[config.mk]
export PLATFORM = sky130hd
export DESIGN_NAME = signal_generator_multiwave_flat
export DESIGN_NICKNAME = d
export VERILOG_FILES = /design/src/rtl/signal_generator_multiwave_pkg.sv /design/src/rtl/signal_generator_multiwave_if.sv /design/src/rtl/signal_generator_multiwave_phase_normalizer.sv /design/src/rtl/signal_generator_multiwave.sv /design/src/flat_wrapper.sv
export SDC_FILE = /design/constraint.sdc
export NUM_CORES = 1
export LEC_CHECK = 0
export ABC_AREA = 1
export CAP_MARGIN = 10
export CORE_UTILIZATION = 25
export CTS_BUF_LIST = sky130_fd_sc_hd__clkbuf_4
export DETAILED_ROUTE_END_ITERATION = 10
export PLACE_DENSITY = 0.44
export SKIP_LAST_GASP = 1
export SYNTH_ARGS = -nofsm -noshare
export SYNTH_HDL_FRONTEND = slang
export SYNTH_SLANG_ARGS = --single-unit
[constraint.sdc]
create_clock -name CLK_32KHz -period 26.9 [get_ports CLK_32KHz]
set_input_delay 4.035 -clock CLK_32KHz [delete_from_list [all_inputs] [get_ports CLK_32KHz]]
set_output_delay 4.035 -clock CLK_32KHz [all_outputs]
set_load 0.02 [all_outputs]
[src/rtl/signal_generator_multiwave_pkg.sv]
// Shared types and elaboration helpers for the multi-waveform tone generator.
package signal_gen_pkg;

    typedef enum logic [1:0] {
        WAVE_SQUARE = 2'd0,
        WAVE_SAW    = 2'd1,
        WAVE_TRI    = 2'd2,
        WAVE_OFF    = 2'd3
    } wave_sel_t;

    // Width of the normalised phase word handed to the waveform shapers.
    localparam int NORM_W = 16;

    // Phase accumulator width. One bit of headroom above clog2(rate) lets the
    // unwrapped sum p + f (at most 1.5 * rate) fit without overflow.
    function automatic int acc_width(input int rate);
        return $clog2(rate) + 1;
    endfunction

endpackage

[src/rtl/signal_generator_multiwave_if.sv]
// Control and sample bus between the note sequencer (master) and the tone
// generator (slave).
interface signal_generator_multiwave_if #(
    parameter int FREQ_W   = 14,
    parameter int SAMPLE_W = 8
) ();

    logic                enable;
    logic [FREQ_W-1:0]   freq_in;
    logic [1:0]          wave_sel;
    logic [7:0]          duty;
    logic                phase_sync;
    logic [SAMPLE_W-1:0] out_sample;
    logic                sample_valid;
    logic                period_wrap;
    logic [FREQ_W-1:0]   active_freq;

    modport master (
        output enable, freq_in, wave_sel, duty, phase_sync,
        input  out_sample, sample_valid, period_wrap, active_freq
    );

    modport slave (
        input  enable, freq_in, wave_sel, duty, phase_sync,
        output out_sample, sample_valid, period_wrap, active_freq
    );

endinterface

[src/rtl/signal_generator_multiwave_phase_normalizer.sv]
// Maps accumulator phase p (0..SAMPLE_RATE-1) to n = floor(p * 65536 / SAMPLE_RATE)
// without a divider. A reciprocal multiply gives an estimate that is either
// exact or one low; the remainder test then bumps it by one when needed.
module phase_normalizer
    import signal_gen_pkg::*;
#(
    parameter  int SAMPLE_RATE = 32000,
    localparam int PW          = acc_width(SAMPLE_RATE)
) (
    input  logic [PW-1:0]     phase,
    output logic [NORM_W-1:0] norm_phase
);

    // With 2^SHIFT > SAMPLE_RATE, the truncation error of the reciprocal is
    // below one LSB of n for every legal phase.
    localparam int          SHIFT  = PW;
    localparam logic [63:0] RATE64 = 64'(SAMPLE_RATE);
    localparam logic [63:0] RECIP  = (64'd1 << (SHIFT + NORM_W)) / RATE64;

    logic [63:0]       phase_ext;
    logic [63:0]       product;
    logic [63:0]       remainder;
    logic [NORM_W-1:0] estimate;

    // Reciprocal estimate followed by a single-step remainder correction.
    always_comb begin
        phase_ext  = 64'(phase);
        product    = phase_ext * RECIP;
        estimate   = NORM_W'(product >> SHIFT);
        remainder  = (phase_ext << NORM_W) - (64'(estimate) * RATE64);
        norm_phase = (remainder >= RATE64) ? estimate + NORM_W'(1) : estimate;
    end

endmodule

[src/rtl/signal_generator_multiwave.sv]
// Phase-accumulator tone generator: square/pulse, saw and triangle voices.
// New frequencies are applied only at period boundaries (or on phase_sync) so
// a running tone never produces a truncated period.
module signal_generator_multiwave
    import signal_gen_pkg::*;
#(
    parameter int SAMPLE_RATE = 32000,
    parameter int FREQ_W      = 14,
    parameter int SAMPLE_W    = 8
) (
    input logic                         CLK_32KHz,
    input logic                         reset,
    signal_generator_multiwave_if.slave bus
);

    localparam int                  PW   = acc_width(SAMPLE_RATE);
    localparam int                  NYQ  = SAMPLE_RATE / 2;
    localparam logic [PW-1:0]       RATE = PW'(SAMPLE_RATE);
    localparam logic [SAMPLE_W-1:0] MAX  = '1;

    logic [PW-1:0]       phase_acc;
    logic [PW-1:0]       phase_sum;
    logic                wrap_now;
    logic                load_active;
    logic [FREQ_W-1:0]   freq_clamped;
    logic [FREQ_W-1:0]   pending_freq;
    logic [FREQ_W-1:0]   active_freq_r;
    logic [NORM_W-1:0]   norm_phase;
    logic [NORM_W-2:0]   tri_fold;
    logic [SAMPLE_W-1:0] wave_value;
    logic [SAMPLE_W-1:0] out_sample_r;
    logic                sample_valid_r;
    logic                period_wrap_r;

    phase_normalizer #(
        .SAMPLE_RATE (SAMPLE_RATE)
    ) u_phase_normalizer (
        .phase      (phase_acc),
        .norm_phase (norm_phase)
    );

    // Saturate requests above Nyquist.
    always_comb begin
        freq_clamped = bus.freq_in;
        if (32'(bus.freq_in) > NYQ) begin
            freq_clamped = FREQ_W'(NYQ);
        end
    end

    // Next phase and frequency hand-over condition. A zero active frequency
    // also loads, so the generator starts after reset without waiting for a
    // wrap that would never come.
    always_comb begin
        phase_sum   = phase_acc + PW'(active_freq_r);
        wrap_now    = (phase_sum >= RATE);
        load_active = bus.phase_sync || (bus.enable && wrap_now) || (active_freq_r == '0);
    end

    // Waveform shaping from the pre-update phase.
    always_comb begin
        tri_fold   = norm_phase[NORM_W-1] ? ~norm_phase[NORM_W-2:0] : norm_phase[NORM_W-2:0];
        wave_value = '0;
        case (wave_sel_t'(bus.wave_sel))
            WAVE_SQUARE: wave_value = (norm_phase[15:8] < bus.duty) ? MAX : '0;
            WAVE_SAW:    wave_value = SAMPLE_W'(norm_phase >> (NORM_W - SAMPLE_W));
            WAVE_TRI:    wave_value = SAMPLE_W'(tri_fold >> (NORM_W - 1 - SAMPLE_W));
            default:     wave_value = '0;
        endcase
    end

    // Pending/active frequency pair; the wrap edge itself still uses the old step.
    always_ff @(posedge CLK_32KHz) begin
        if (reset) begin
            pending_freq  <= '0;
            active_freq_r <= '0;
        end else begin
            pending_freq <= freq_clamped;
            if (load_active) begin
                active_freq_r <= pending_freq;
            end
        end
    end

    // Accumulator and registered sample outputs; phase_sync outranks enable.
    always_ff @(posedge CLK_32KHz) begin
        if (reset) begin
            phase_acc      <= '0;
            out_sample_r   <= '0;
            sample_valid_r <= 1'b0;
            period_wrap_r  <= 1'b0;
        end else if (bus.phase_sync) begin
            phase_acc      <= '0;
            out_sample_r   <= '0;
            sample_valid_r <= bus.enable;
            period_wrap_r  <= 1'b0;
        end else if (bus.enable) begin
            phase_acc      <= wrap_now ? (phase_sum - RATE) : phase_sum;
            out_sample_r   <= wave_value;
            sample_valid_r <= 1'b1;
            period_wrap_r  <= wrap_now;
        end else begin
            sample_valid_r <= 1'b0;
            period_wrap_r  <= 1'b0;
        end
    end

    assign bus.out_sample   = out_sample_r;
    assign bus.sample_valid = sample_valid_r;
    assign bus.period_wrap  = period_wrap_r;
    assign bus.active_freq  = active_freq_r;

endmodule
[src/flat_wrapper.sv]
// flat-port wrapper written by rule: the top's interface ports become plain ports
module signal_generator_multiwave_flat import signal_gen_pkg::*;
#(
    parameter int SAMPLE_RATE = 32000,
    parameter int FREQ_W      = 14,
    parameter int SAMPLE_W    = 8
)
  (CLK_32KHz, reset, bus_enable, bus_freq_in, bus_wave_sel, bus_duty, bus_phase_sync, bus_out_sample, bus_sample_valid, bus_period_wrap, bus_active_freq);
  signal_generator_multiwave_if #(.FREQ_W(FREQ_W), .SAMPLE_W(SAMPLE_W)) bus_i ();
  input logic CLK_32KHz;
  input logic reset;
  input wire logic [$bits(bus_i.enable)-1:0] bus_enable;
  input wire logic [$bits(bus_i.freq_in)-1:0] bus_freq_in;
  input wire logic [$bits(bus_i.wave_sel)-1:0] bus_wave_sel;
  input wire logic [$bits(bus_i.duty)-1:0] bus_duty;
  input wire logic [$bits(bus_i.phase_sync)-1:0] bus_phase_sync;
  output wire logic [$bits(bus_i.out_sample)-1:0] bus_out_sample;
  output wire logic [$bits(bus_i.sample_valid)-1:0] bus_sample_valid;
  output wire logic [$bits(bus_i.period_wrap)-1:0] bus_period_wrap;
  output wire logic [$bits(bus_i.active_freq)-1:0] bus_active_freq;
  assign bus_i.enable = bus_enable;
  assign bus_i.freq_in = bus_freq_in;
  assign bus_i.wave_sel = bus_wave_sel;
  assign bus_i.duty = bus_duty;
  assign bus_i.phase_sync = bus_phase_sync;
  assign bus_out_sample = bus_i.out_sample;
  assign bus_sample_valid = bus_i.sample_valid;
  assign bus_period_wrap = bus_i.period_wrap;
  assign bus_active_freq = bus_i.active_freq;
  signal_generator_multiwave #(.SAMPLE_RATE(SAMPLE_RATE), .FREQ_W(FREQ_W), .SAMPLE_W(SAMPLE_W)) u_core (.CLK_32KHz(CLK_32KHz), .reset(reset), .bus(bus_i));
endmodule
; Word level (Yosys, flattened, before mapping)
; Index checks and enable logic that the tools add are counted.
[totals]
n_memories = 0
romBits = 0
output_inout_bits = 24
input_bits = 28
register_bits = 54
latchBits = 0
mem_bits_rw = 0
[op_classes]
n_reduce_logical = 8
div = 0
multipliers = 2
muxes = 8
n_lt_le_gt_ge = 4
bitwise_logic = 2
add_sub_neg = 4
n_eq_ne = 2
shifts = 0
[ops]
columns = operator, n
row1 = ">= comparator 64 x 15 -> 1 bit, second input constant", 1
row2 = subtractor 32 x 31 -> 33 bit, 1
row3 = "multiplier 16 x 18 -> 32 bit, second input constant", 1
row4 = two-way mux 16 bit, 2
row5 = case mux 8 bit (3 select lines), 1
row6 = "multiplier 16 x 7 -> 23 bit, second input constant", 1
row7 = "adder 16 x 1 -> 16 bit, second input constant", 1
row8 = adder 16 x 14 -> 16 bit, 1
row9 = ">= comparator 16 x 15 -> 1 bit, second input constant", 1
row10 = "subtractor 16 x 15 -> 16 bit, second input constant", 1
row11 = two-way mux 15 bit, 1
row12 = NOT 15 bit, 1
row13 = "greater-than comparator 14 bit, second input constant", 1
row14 = zero test 14 bit, 1
row15 = two-way mux 14 bit, 1
row16 = less-than comparator 8 bit, 1
row17 = two-way mux 8 bit, 1
row18 = OR reduction 2 bit, 2
row19 = OR reduction 3 bit, 1
row20 = "== test 2 x 1 -> 1 bit, second input constant", 1
row21 = "== test 2 bit, second input constant", 1
row22 = zero test 2 bit, 1
row23 = logical OR 1 bit, 2
row24 = two-way mux 1 bit, 2
row25 = other kinds (2), 2

; Logic depth before layout (Yosys ltp)
[depth]
ltp_word = 8
ltp_mapped = 75

; By module
; Synthesis repeated with hierarchy kept, for this count alone.
[unflattened]
hier_cells = 1608
area_unflattened_um2 = 11413.4
[modules_own_cells]
columns = module, cells_each, area_each_um2, seq_area_each_um2, n_inst
row1 = phase_normalizer, 1044, 7835.0, 0.0, 1
row2 = signal_generator_multiwave, 564, 3578.4, 1081.0, 1

; Worst setup path before layout
; OpenSTA, ideal clock, no wires.
[synth_timing]
path_kind = reg-to-reg
startpoint = reg u_core.phase_acc[8]
endpoint = reg u_core.out_sample_r[0], in the netlist u_core.bus.out_sample[0]
stages_incl_launch_ff = 63
n_path_buf = 0
setup_ns = 0.059
t_arrival_ns = 11.096
setup_slack_ns = 15.745
path_cell_list = dfxtp_1 inv_1 ha_1 inv_1 ha_1 inv_1 fa_1 inv_1 fa_1 fa_1 ha_1 ha_1 nand2_1 nor4_2 nand4_1 nand3_2 xor2_4 nand2_1 [... 27 more ...] nand3_1 nand3_1 nand2_1 nor2_1 nand2_1 nor2_1 nand4_2 nor2_2 nand2_1 and2_4 ha_1 nand2_1 nor2_1 a2111oi_0 nand2_2 nand2_1 nand2_1 nand2_1
[synth_via]
elab_chain_len = 8
elab_cells_between_ends = 11
cone_classes = 2 x add/sub / 2 x mul / 2 x order compare / 4 x mux / 1 x bitwise
[synth_rtl]
columns = item, line_no
row1 = "start, declared", signal_generator_multiwave.sv:21  ; logic [PW-1:0] phase_acc;
row2 = "start signal, assigned", signal_generator_multiwave.sv:97  ; phase_acc <= wrap_now ? (phase_sum - RATE) : phase_sum;
row3 = multiplier 16 x 18 -> 32 bit, signal_generator_multiwave_phase_normalizer.sv:28  ; product = phase_ext * RECIP;
row4 = multiplier 16 x 7 -> 23 bit, signal_generator_multiwave_phase_normalizer.sv:30  ; remainder = (phase_ext << NORM_W) - (64'(estimate) * RATE64);
row5 = subtractor 32 x 31 -> 33 bit, signal_generator_multiwave_phase_normalizer.sv:30
row6 = >= comparator 64 x 15 -> 1 bit, signal_generator_multiwave_phase_normalizer.sv:31  ; norm_phase = (remainder >= RATE64) ? estimate + NORM_W'(1) : estimate;
row7 = two-way mux 16 bit *, signal_generator_multiwave_phase_normalizer.sv:31
row8 = less-than comparator 8 bit / NOT 15 bit (equally long branches), "signal_generator_multiwave.sv:64, signal_generator_multiwave.sv:61"
row9 = two-way mux 8 bit / two-way mux 15 bit (equally long branches), "signal_generator_multiwave.sv:64, signal_generator_multiwave.sv:61"
row10 = case mux 8 bit (3 select lines) *, signal_generator_multiwave.sv:63  ; case (wave_sel_t'(bus.wave_sel))
row11 = "end signal, assigned", signal_generator_multiwave.sv:98  ; out_sample_r <= wave_value;
row12 = "end, declared", signal_generator_multiwave.sv:31  ; logic [SAMPLE_W-1:0] out_sample_r;
; Mark *: on every way between the ends. The rest lies on a longest branch, timed or not.
; A chain may end at the register's enable or synchronous reset.

; Worst setup path after layout
[layout_timing]
startpoint = reg u_core.phase_acc[8]
endpoint = reg u_core.out_sample_r[4], in the netlist u_core.bus.out_sample[4]
; Same word-level chain as after synthesis.

==> flow_summary.rst <==
.. list-table::
   :header-rows: 1

   * - Metric
     - Value
   * - Status
     - completed
   * - Largest vdd supply drop
     - 0.0417 mV
   * - Final sum of negative setup slack
     - 0 ns
   * - Antenna violations before repair
     - 0
   * - Number of buffers on the longest clock path
     - 2
   * - Sum of net half-perimeters after detailed placement
     - 26.4 mm
   * - Num Clock Sinks
     - 54
   * - Count of unique library cells instantiated by Yosys
     - 63
   * - Routed vias/inst
     - 4.43
   * - Worst reg2reg setup slack
     - 13.69 ns
   * - Number of enable-type register cells in the synthesized netlist
     - 0
   * - Synth area leader
     - sky130_fd_sc_hd__ha_1
   * - YS warnings
     - 0
   * - IO buf count
     - 51
   * - Beginning of the worst register-to-register path
     - u_core.phase_acc[8]
   * - Worst clock skew
     - 0.0266 ns
   * - Sequential Power Share
     - 15.0%
   * - Top cell type's share of synthesized area
     - 23.1%
   * - Routability congestion estimate
     - 0.974
   * - Synthesis-to-layout area growth
     - 11.7%
   * - Remaining routing DRC violations
     - 0
   * - Via count of the first global-routing pass
     - 9,759
   * - Final Util
     - 28.3%
   * - Crit path max-delay cell type
     - sky130_fd_sc_hd__xor2_1
   * - Min cycle time layout
     - 13.21 ns
   * - Logic gate share of total power
     - 76.6%
   * - Gate Count Post-Synth
     - 1,548
   * - Nets in the synthesized netlist
     - 1,871
   * - Vias after detailed routing
     - 9,713
   * - Internal power contribution
     - 251 uW
   * - Maximum number of pins on one net before global-route repair
     - 24
   * - Inst Count DP
     - 2,187
   * - Share of total power in the clock network
     - 8.5%
   * - Most used DFF post-synth
     - sky130_fd_sc_hd__dfxtp_1
   * - Final cell count without fillers
     - 2,195
   * - Violation count after the first detailed-route iteration
     - 432
   * - Count of antenna-violating nets left after detailed routing
     - 0
   * - WS Path Type
     - flip-flop to flip-flop
   * - Site Rows
     - 77
   * - Floorplan die area
     - 45,800 um^2
   * - Post-CTS Repair Setup Buffers
     - 0
   * - Sequential-to-total area share from yosys stat
     - 9.62%
   * - Library cell used as clock root buffer
     - sky130_fd_sc_hd__clkbuf_4
   * - Num ports
     - 52
   * - Switching part of the total power
     - 57.4%
   * - Worst Hold Class
     - flip-flop to flip-flop
   * - Sw power
     - 338 uW
   * - Type of element capturing the critical path
     - flip-flop
   * - Number of nets at the end of the flow
     - 1,925
   * - Final setup violation count
     - 0
   * - Number of max-slew violations in the final report
     - 0
   * - Overall track demand over capacity in global routing
     - 13.7%
   * - Worst R2R End
     - u_core.bus.out_sample[4]
   * - Total inserted antenna cells
     - 0
   * - Async set or reset register ratio after synthesis
     - 0%
   * - Hold-critical path endpoint
     - u_core.bus.active_freq[11]
   * - Number of flip-flops and latches in the synthesized netlist
     - 54
   * - Die height
     - 214 um
   * - Most area-consuming cells after synthesis
     - sky130_fd_sc_hd__ha_1 23%, sky130_fd_sc_hd__fa_1 15%, sky130_fd_sc_hd__inv_1 11%
   * - Max-cap violation count
     - 0
   * - Core Region
     - 44,300 um^2
   * - Tightest slew margin relative to the limit
     - 39.8%
   * - Synthesized area
     - 11,200 um^2
   * - Worst path required time
     - 27.25 ns
   * - Cell count of the worst hold path
     - 2
   * - Top cells by instance count after synthesis
     - 321 x sky130_fd_sc_hd__inv_1, 305 x sky130_fd_sc_hd__nand2_1, 208 x sky130_fd_sc_hd__ha_1, 107 x sky130_fd_sc_hd__nor2_1, 101 x sky130_fd_sc_hd__nand3_1
   * - Unrepaired setup endpoints after global routing
     - false
   * - Reg clk slew, reported paths
     - 0.18 ns
   * - Maximum fanout along the worst path
     - 12
   * - Horiz. Die Dim
     - 214 um
   * - Post-CTS sizing
     - 0
   * - Dominant cell by count in the synthesized netlist
     - sky130_fd_sc_hd__inv_1
   * - Longest individual stage delay on the worst path
     - 0.71 ns
   * - Remaining global-route overflow
     - 0
   * - Syn avg cell area
     - 7.26 um^2
   * - Number of buffers inserted for hold repair after clock tree synthesis
     - 0
   * - Ratio of cells with drive above 1 in the final layout
     - 5.86%
   * - Number of fillers in the final layout
     - 4,964
   * - H-tree levels
     - 2
   * - Initial core utilization
     - 25.4%
   * - First-pass GRT wire length
     - 51.3 mm
   * - Clk Latency, worst-skew pair
     - 0.42 ns
   * - Detailed Routing Iterations Pass 1
     - 5
   * - R2R depth
     - 56
   * - Transition time at the pin with the least slew margin
     - 0.898 ns
   * - Hold violation count in the final report
     - 0
   * - WL per Instance
     - 14.1 um
   * - Hold_sp
     - u_core.pending_freq[11]
   * - Clock tree from TritonCTS
     - yes
   * - Final Routed Wirelength
     - 30.9 mm
   * - Leakage power summed over all cells
     - 7.02 nW
   * - Upper clock frequency limit
     - 75.7 MHz
   * - Total CTS buffers
     - 5
   * - Data arrival time at the worst-slack endpoint
     - 13.56 ns
   * - Power Density
     - 46.9 nW/um^2
   * - Type of element launching the critical path
     - flip-flop
   * - Most common cell type on the critical path
     - sky130_fd_sc_hd__nand2_1
   * - Post-route clock period utilization
     - 49.1%
-- worst max-delay path, delay by kind of cell, from the launching register on --
| family | cells | cell delay, ns |
|---|---|---|
| adder cells (fa/ha/maj) | 14 | 5.62 |
| buffers and inverters | 10 | 1.02 |
| flip-flops | 1 | 0.70 |
| AO/OA/AOI/OAI | 7 | 1.56 |
| XOR/XNOR | 2 | 0.87 |
| AND/OR/NAND/NOR | 23 | 3.35 |
-- cell usage in the layout (no fill, tap or decap), drive strengths merged, types with 5 or more instances in the layout --
master	count
nand4	21
nor2	114
clkbuf	5
clkdlybuf4s50	51
a21oi	100
fa	87
nand2	342
nand3b	6
nor4	9
dfxtp	54
nor3	20
o21ai	48
xnor2	20
xor2	38
ha	208
inv	328
nand3	104
-- registers in the layout, summed over array words and instances, names as in the netlist --
signal,count
u_core.bus.active_freq,14
u_core.bus.out_sample,8
u_core.bus.period_wrap,1
u_core.pending_freq,14
u_core.bus.sample_valid,1
u_core.phase_acc,16
-- area by class of cell --
class / count / area (um^2) / area share, %
multi-input cells: 1158 / 8880 / 70.7
inverters: 328 / 1230 / 9.80
flip-flops and latches: 54 / 1080 / 8.61
well taps: 592 / 741 / 5.90
repair buffers: 55 / 541 / 4.30
clock inverters: 3 / 48.8 / 0.389
clock buffers: 5 / 37.5 / 0.299
-- power by group through the flow --
| stage | logic, mW | clock network (mW) | registers [mW] |
|---|---|---|---|
| CTS | 0.454 | 0.0533 | 0.0883 |
| global placement | 0.453 | 0 | 0.0901 |
| finish | 0.451 | 0.0500 | 0.0880 |
| detailed placement | 0.450 | 0 | 0.0900 |
| floorplan | 0.325 | 0 | 0.0898 |
| global route | 0.513 | 0.0556 | 0.0887 |
-- layer usage --
| layer | GRT usage (%) | routed length (um) |
|---|---|---|
| met1 | 18.7 | 15600 |
| met2 | 23.9 | 14600 |
| met3 | 0.723 | 535 |
| met4 | 2.07 | 261 |
| met5 | 0 | 0 |
-- through the flow --
step	total power [mW]	area [um^2]	setup slack, ns	hold slack [ns]
after floorplan	0.415	11200	15.74	0.419
after detailed placement	0.540	12500	13.68	0.440
after CTS	0.595	12600	13.57	0.464
after global placement	0.543	12500	13.66	0.439
after global routing	0.657	12600	12.58	0.485
final	0.589	12600	13.69	0.461
-- worst max path at each step --
stage,from,end,slack (ns),cells after the start
2_1_floorplan,u_core.phase_acc[8],u_core.bus.out_sample[0],15.74,62
3_3_place_gp,u_core.phase_acc[8],u_core.bus.out_sample[7],13.66,56
3_5_place_dp,u_core.phase_acc[8],u_core.bus.out_sample[7],13.68,56
4_1_cts,u_core.phase_acc[8],u_core.bus.out_sample[7],13.57,56
5_1_grt,u_core.phase_acc[8],u_core.bus.out_sample[1],12.58,56
6_report,u_core.phase_acc[8],u_core.bus.out_sample[4],13.69,56
-- cells by family after synthesis --
logic type	count (synthesis)	synth area share (%)
xor gates and xnor gates	58	5.32
adders and majority gates	295	38.6
and+or+nand+nor	624	25.7
DFF	54	9.62
AOI/OAI and AO/OA	181	9.30
buffers and inverters	336	11.4
(Power assumes the default switching activity.)
==> patch 1 (same flow settings) <==
Reset style: asynchronous (`reset`), changed in 2 clocked blocks.
--- a/src/rtl/signal_generator_multiwave.sv
+++ b/src/rtl/signal_generator_multiwave.sv
@@ -69,7 +69,7 @@
     end
 
     // Pending/active frequency pair; the wrap edge itself still uses the old step.
-    always_ff @(posedge CLK_32KHz) begin
+    always_ff @(posedge CLK_32KHz or posedge reset) begin
         if (reset) begin
             pending_freq  <= '0;
             active_freq_r <= '0;
@@ -82,7 +82,7 @@
     end
 
     // Accumulator and registered sample outputs; phase_sync outranks enable.
-    always_ff @(posedge CLK_32KHz) begin
+    always_ff @(posedge CLK_32KHz or posedge reset) begin
         if (reset) begin
             phase_acc      <= '0;
             out_sample_r   <= '0;
Check against the original RTL: differs if reset is asserted again (counterexample within 4 cycles, from zero or initial values and one cycle with reset high); with reset held inactive, the same outputs for 4 cycles.
==> patch 1 against the original RTL <==
Sequential cell count unchanged; setup slack better by 28 ps; synthesized area down 0.87%; clock skew grew 3.3 ps; utilization is 0.17 points higher; count of clock-buffer cells in the layout stayed put; routed wire length is 6.0% higher; maximum frequency increased by 0.21%; critical path depth up 6; final area decreased by 1.1%; highest routed layer unchanged.
Power is not shown: default switching activity piles up to over one toggle a cycle in this logic, so the estimate is an artifact.
==> patch 1: results (changes against the original RTL) <==
| Metric | Value |
|---|---|
| PostCTS Resize Cnt | 0 (unchanged) |
| First-pass GRT wire length | 53200 µm (was 51300 µm) |
| Max reg flops | 16 (unchanged) |
| Share of cells above drive strength 1 | 2.48% (was 5.86%) |
| Placer Congestion | 0.914 (was 0.974) |
| Syn_nets | 1847 (was 1871) |
| Top reg by flops | u_core.phase_acc (unchanged) |
| Initial DRC Count | 516 (was 432) |
| Nets@finish | 1897 (was 1925) |
| CP Max Fanout | 9 (was 12) |
| CTS H-tree depth | 2 (unchanged) |
| Worst-Margin Slew | 984 ps (was 898 ps) |
| Fillers | 4872 (was 4964) |
| Tot GR Track Use | 14.9% (was 13.7%) |
| Hold buffers post-CTS | 0 (unchanged) |
| Synth warn | 0 (unchanged) |
| Synth area leaders | ha_1 23%, fa_1 16%, dfrtp_1 12% (was ha_1 23%, fa_1 15%, inv_1 11%) |
| Top post-synthesis cells by count | 346 x nand2_1, 312 x inv_1, 208 x ha_1 (was 321 x inv_1, 305 x nand2_1, 208 x ha_1) |
| CP peak stage delay | 730 ps (was 710 ps) |
| Vias per cell | 4.54 (was 4.43) |
| Slowest-stage cell, CP | dfrtp_1 (was xor2_1) |
| CP top delay family | adder cells (unchanged) |
| CTS Buf Count | 5 (unchanged) |
| Clock-pin slew on the worst setup and hold paths | 180 ps (about the same) |
| Final worst clock skew | 29.9 ps (was 26.6 ps) |
| Vias in the first global route | 9893 (was 9759) |
| Hold Path Class | reg -> reg (unchanged) |
| TritonRoute pass-1 iters | 5 (unchanged) |
| Post-detail-place hpwl | 28200 µm (was 26400 µm) |
| Critical path arrival | 13520 ps (was 13560 ps) |
| Post-CTS Setup Inserts | 0 (unchanged) |
| Maximum number of pins on one net before global-route repair | 55 (was 24) |
| Post-synthesis async set-or-reset flop share | 100% (was 0%) |
| Initial antenna violation count | 1 (was 0) |
| Drt wl/cell | 15.2 µm (was 14.1 µm) |
| Seq/Total Area, Yosys | 12.1% (was 9.62%) |
| Prevailing post-synth register cell | dfrtp_1 (was dfxtp_1) |
| Library cells used by synthesis | 54 (was 63) |
| Status | completed (unchanged) |
## patch 1: kinds of logic (layout without fill, tap and decap cells)
group           count (synthesis)  count (layout)  share of synthesized area, %
buf+inv                       329             379                          11.1
xor+xnor                       57              57                          4.85
other cells                     0               1                             0
fa+ha+maj                     295             295                          39.0
compound gates                184             184                          9.61
flops                          54              54                          12.1
simple gates                  605             605                          23.3
## patch 1: path summary, 6_finish.rpt
kind / start / endpoint / slack (ps) / cells past startpoint
max in group asynchronous: reset / u_core.pending_freq[13] / 22300 / 3
worst max-delay path: u_core.phase_acc[2] / u_core.bus.out_sample[5] / 13720 / 62
worst max register to register: u_core.phase_acc[2] / u_core.bus.out_sample[5] / 13720 / 62
min in group asynchronous: reset / u_core.phase_acc[10] / 4120 / 3
worst min-delay path: u_core.pending_freq[3] / u_core.bus.active_freq[3] / 450 / 2
worst min register to register: u_core.pending_freq[3] / u_core.bus.active_freq[3] / 450 / 2
## patch 1: routing by layer
metal  track usage (%)  share of wire, %  wire length, µm  vias to the layer above
met4              2.41              0.89              291                        0
met1              21.0                50            16400                     4638
met2              25.4                46            15100                      151
met3             0.647               2.9              948                       14
met5                 0                 0                0                        -
li1                  -                 -                -                     5002
## patch 1: area by class of cell
class,instances,area share [%]
Inverter,319,9.66
Sequential cell,54,10.9
Timing Repair Buffer,53,4.23
Clock buffer,5,0.302
Clock inverter,2,0.111
Tap cell,585,5.89
Multi-Input combinational cell,1141,68.9
Antenna cell,1,0.0202
## patch 1: metrics by stage
step	setup slack (ps)	std cells	cell area, µm²
2_1_floorplan	15410	1524	11100
3_3_place_gp	13780	2152	12400
3_5_place_dp	13690	2152	12400
4_1_cts	13600	2159	12400
5_1_grt	12670	2160	12400
6_report	13720	2160	12400
==> patch 2 (same settings) <==
Made on the original files. `FREQ_W` is set to 14 in 3 places; all go to 28.
--- a/src/rtl/signal_generator_multiwave_if.sv
+++ b/src/rtl/signal_generator_multiwave_if.sv
@@ -1,7 +1,7 @@
 // Control and sample bus between the note sequencer (master) and the tone
 // generator (slave).
 interface signal_generator_multiwave_if #(
-    parameter int FREQ_W   = 14,
+    parameter int FREQ_W   = 28,
     parameter int SAMPLE_W = 8
 ) ();
 
--- a/src/rtl/signal_generator_multiwave.sv
+++ b/src/rtl/signal_generator_multiwave.sv
@@ -5,7 +5,7 @@
     import signal_gen_pkg::*;
 #(
     parameter int SAMPLE_RATE = 32000,
-    parameter int FREQ_W      = 14,
+    parameter int FREQ_W      = 28,
     parameter int SAMPLE_W    = 8
 ) (
     input logic                         CLK_32KHz,
--- a/src/flat_wrapper.sv
+++ b/src/flat_wrapper.sv
@@ -2,7 +2,7 @@
 module signal_generator_multiwave_flat import signal_gen_pkg::*;
 #(
     parameter int SAMPLE_RATE = 32000,
-    parameter int FREQ_W      = 14,
+    parameter int FREQ_W      = 28,
     parameter int SAMPLE_W    = 8
 )
   (CLK_32KHz, reset, bus_enable, bus_freq_in, bus_wave_sel, bus_duty, bus_phase_sync, bus_out_sample, bus_sample_valid, bus_period_wrap, bus_active_freq);
Ports: changed (resized bus_active_freq and bus_freq_in); port bits go from 52 to 80. No check against the original RTL was run, so the function may have changed too.
==> patch 2 against the original RTL <==
Critical path depth up 6; die area increased by 6.3%; setup slack lost 210 ps; sequential cell count increased by 28; routed wire length up 7.5%; synthesized area increased by 6.4%; non-clock buffer count up 27; final area rose by 8.8%; count of clock-buffer cells in the layout rose by 4; largest cell class unchanged.
Power is not compared: it rests on default switching activity, and its combinational part moved more than twofold at a synthesized area within 25%.
==> patch 2: results (changes against the original RTL) <==
| Metric | Value |
|---|---|
| Routed via count | 10300 (was 9713) |
| I/O Buffers | 79 (was 51) |
| First-pass GRT wire length | 53700 µm (was 51300 µm) |
| Worst-Margin Slew | 855 ps (was 898 ps) |
| Maximum number of pins on one net before global-route repair | 35 (was 24) |
| ClkCell Share | 1.13% (was 0.687%) |
| Top post-synthesis cells by count | 320 x nand2_1, 302 x inv_1, 209 x ha_1 (was 321 x inv_1, 305 x nand2_1, 208 x ha_1) |
| Bufs w/o clock | 82 (was 55) |
| Post-Place Cells | 2323 (was 2187) |
| Buffering overhead | 5.95% (was 4.30%) |
| Post-detail-place hpwl | 28500 µm (was 26400 µm) |
| CP Max Fanout | 11 (was 12) |
| Fillers | 5219 (was 4964) |
| Multi-input combinational area share | 66.6% (was 70.7%) |
| Adder-cell share of the synthesized area | 36.4% (was 38.6%) |
| Slowest-stage cell, CP | dfxtp_1 (was xor2_1) |
| Post-Synth XOR/XNOR Area | 4.49% (was 5.32%) |
| Die footprint | 48700 µm² (was 45800 µm²) |
| Library cells used by synthesis | 55 (was 63) |
| Vias per cell | 4.40 (was 4.43) |
| Drt wl/cell | 14.2 µm (was 14.1 µm) |
| Tot GR Track Use | 14.2% (was 13.7%) |
| Worst-Skew Late Latency | 520 ps (was 420 ps) |
| Mapped Avg Cell Area | 7.33 µm² (was 7.26 µm²) |
| Sequential cell area | 1640 µm² (was 1080 µm²) |
| CTS Buf Count | 9 (was 5) |
| ANT cells | 1 (was 0) |
| Clock-pin slew on the worst setup and hold paths | 150 ps (was 180 ps) |
| Nets@finish | 2065 (was 1925) |
| Synth area leaders | ha_1 22%, fa_1 15%, dfxtp_1 14% (was ha_1 23%, fa_1 15%, inv_1 11%) |
| Multi-input gates | 1234 (was 1158) |
| Critical path arrival | 13870 ps (was 13560 ps) |
| Status | completed (unchanged) |
| Number of synthesized register bits | 82 (was 54) |
| GR Util met3 | 1.44% (was 0.723%) |
| Initial DRC Count | 501 (was 432) |
| Non-clock inverters | 318 (was 328) |
| Synth Area in Compound Gates | 9.16% (was 9.30%) |
| Placer Congestion | 0.897 (was 0.974) |
## patch 2: cell types whose count changed in the layout (fill, tap and decap cells not counted), sizes merged, moves of 9 or more
| cell | change |
|---|---|
| clkdlybuf4s50 | +28 |
| nor2 | +61 |
| dfxtp | +28 |
| inv | -9 |
| nand3 | -27 |
| o21ai | +32 |
| conb | +14 |
| a21oi | -15 |
## patch 2: final timing paths
kind,start,endpoint,slack (ps),depth (start not counted)
setup reg to reg,u_core.phase_acc[8],u_core.bus.out_sample[0],13480,62
setup / recovery,u_core.phase_acc[8],u_core.bus.out_sample[0],13480,62
hold / removal,u_core.bus.out_sample[1],u_core.bus.out_sample[1],470,2
hold reg to reg,u_core.bus.out_sample[1],u_core.bus.out_sample[1],470,2
## patch 2: layer usage
| metal | share of wire, % | up-vias |
|---|---|---|
| li1 | - | 5402 |
| met4 | 1.0 | 0 |
| met5 | 0 | - |
| met3 | 2.1 | 15 |
| met2 | 47 | 127 |
| met1 | 50 | 4745 |
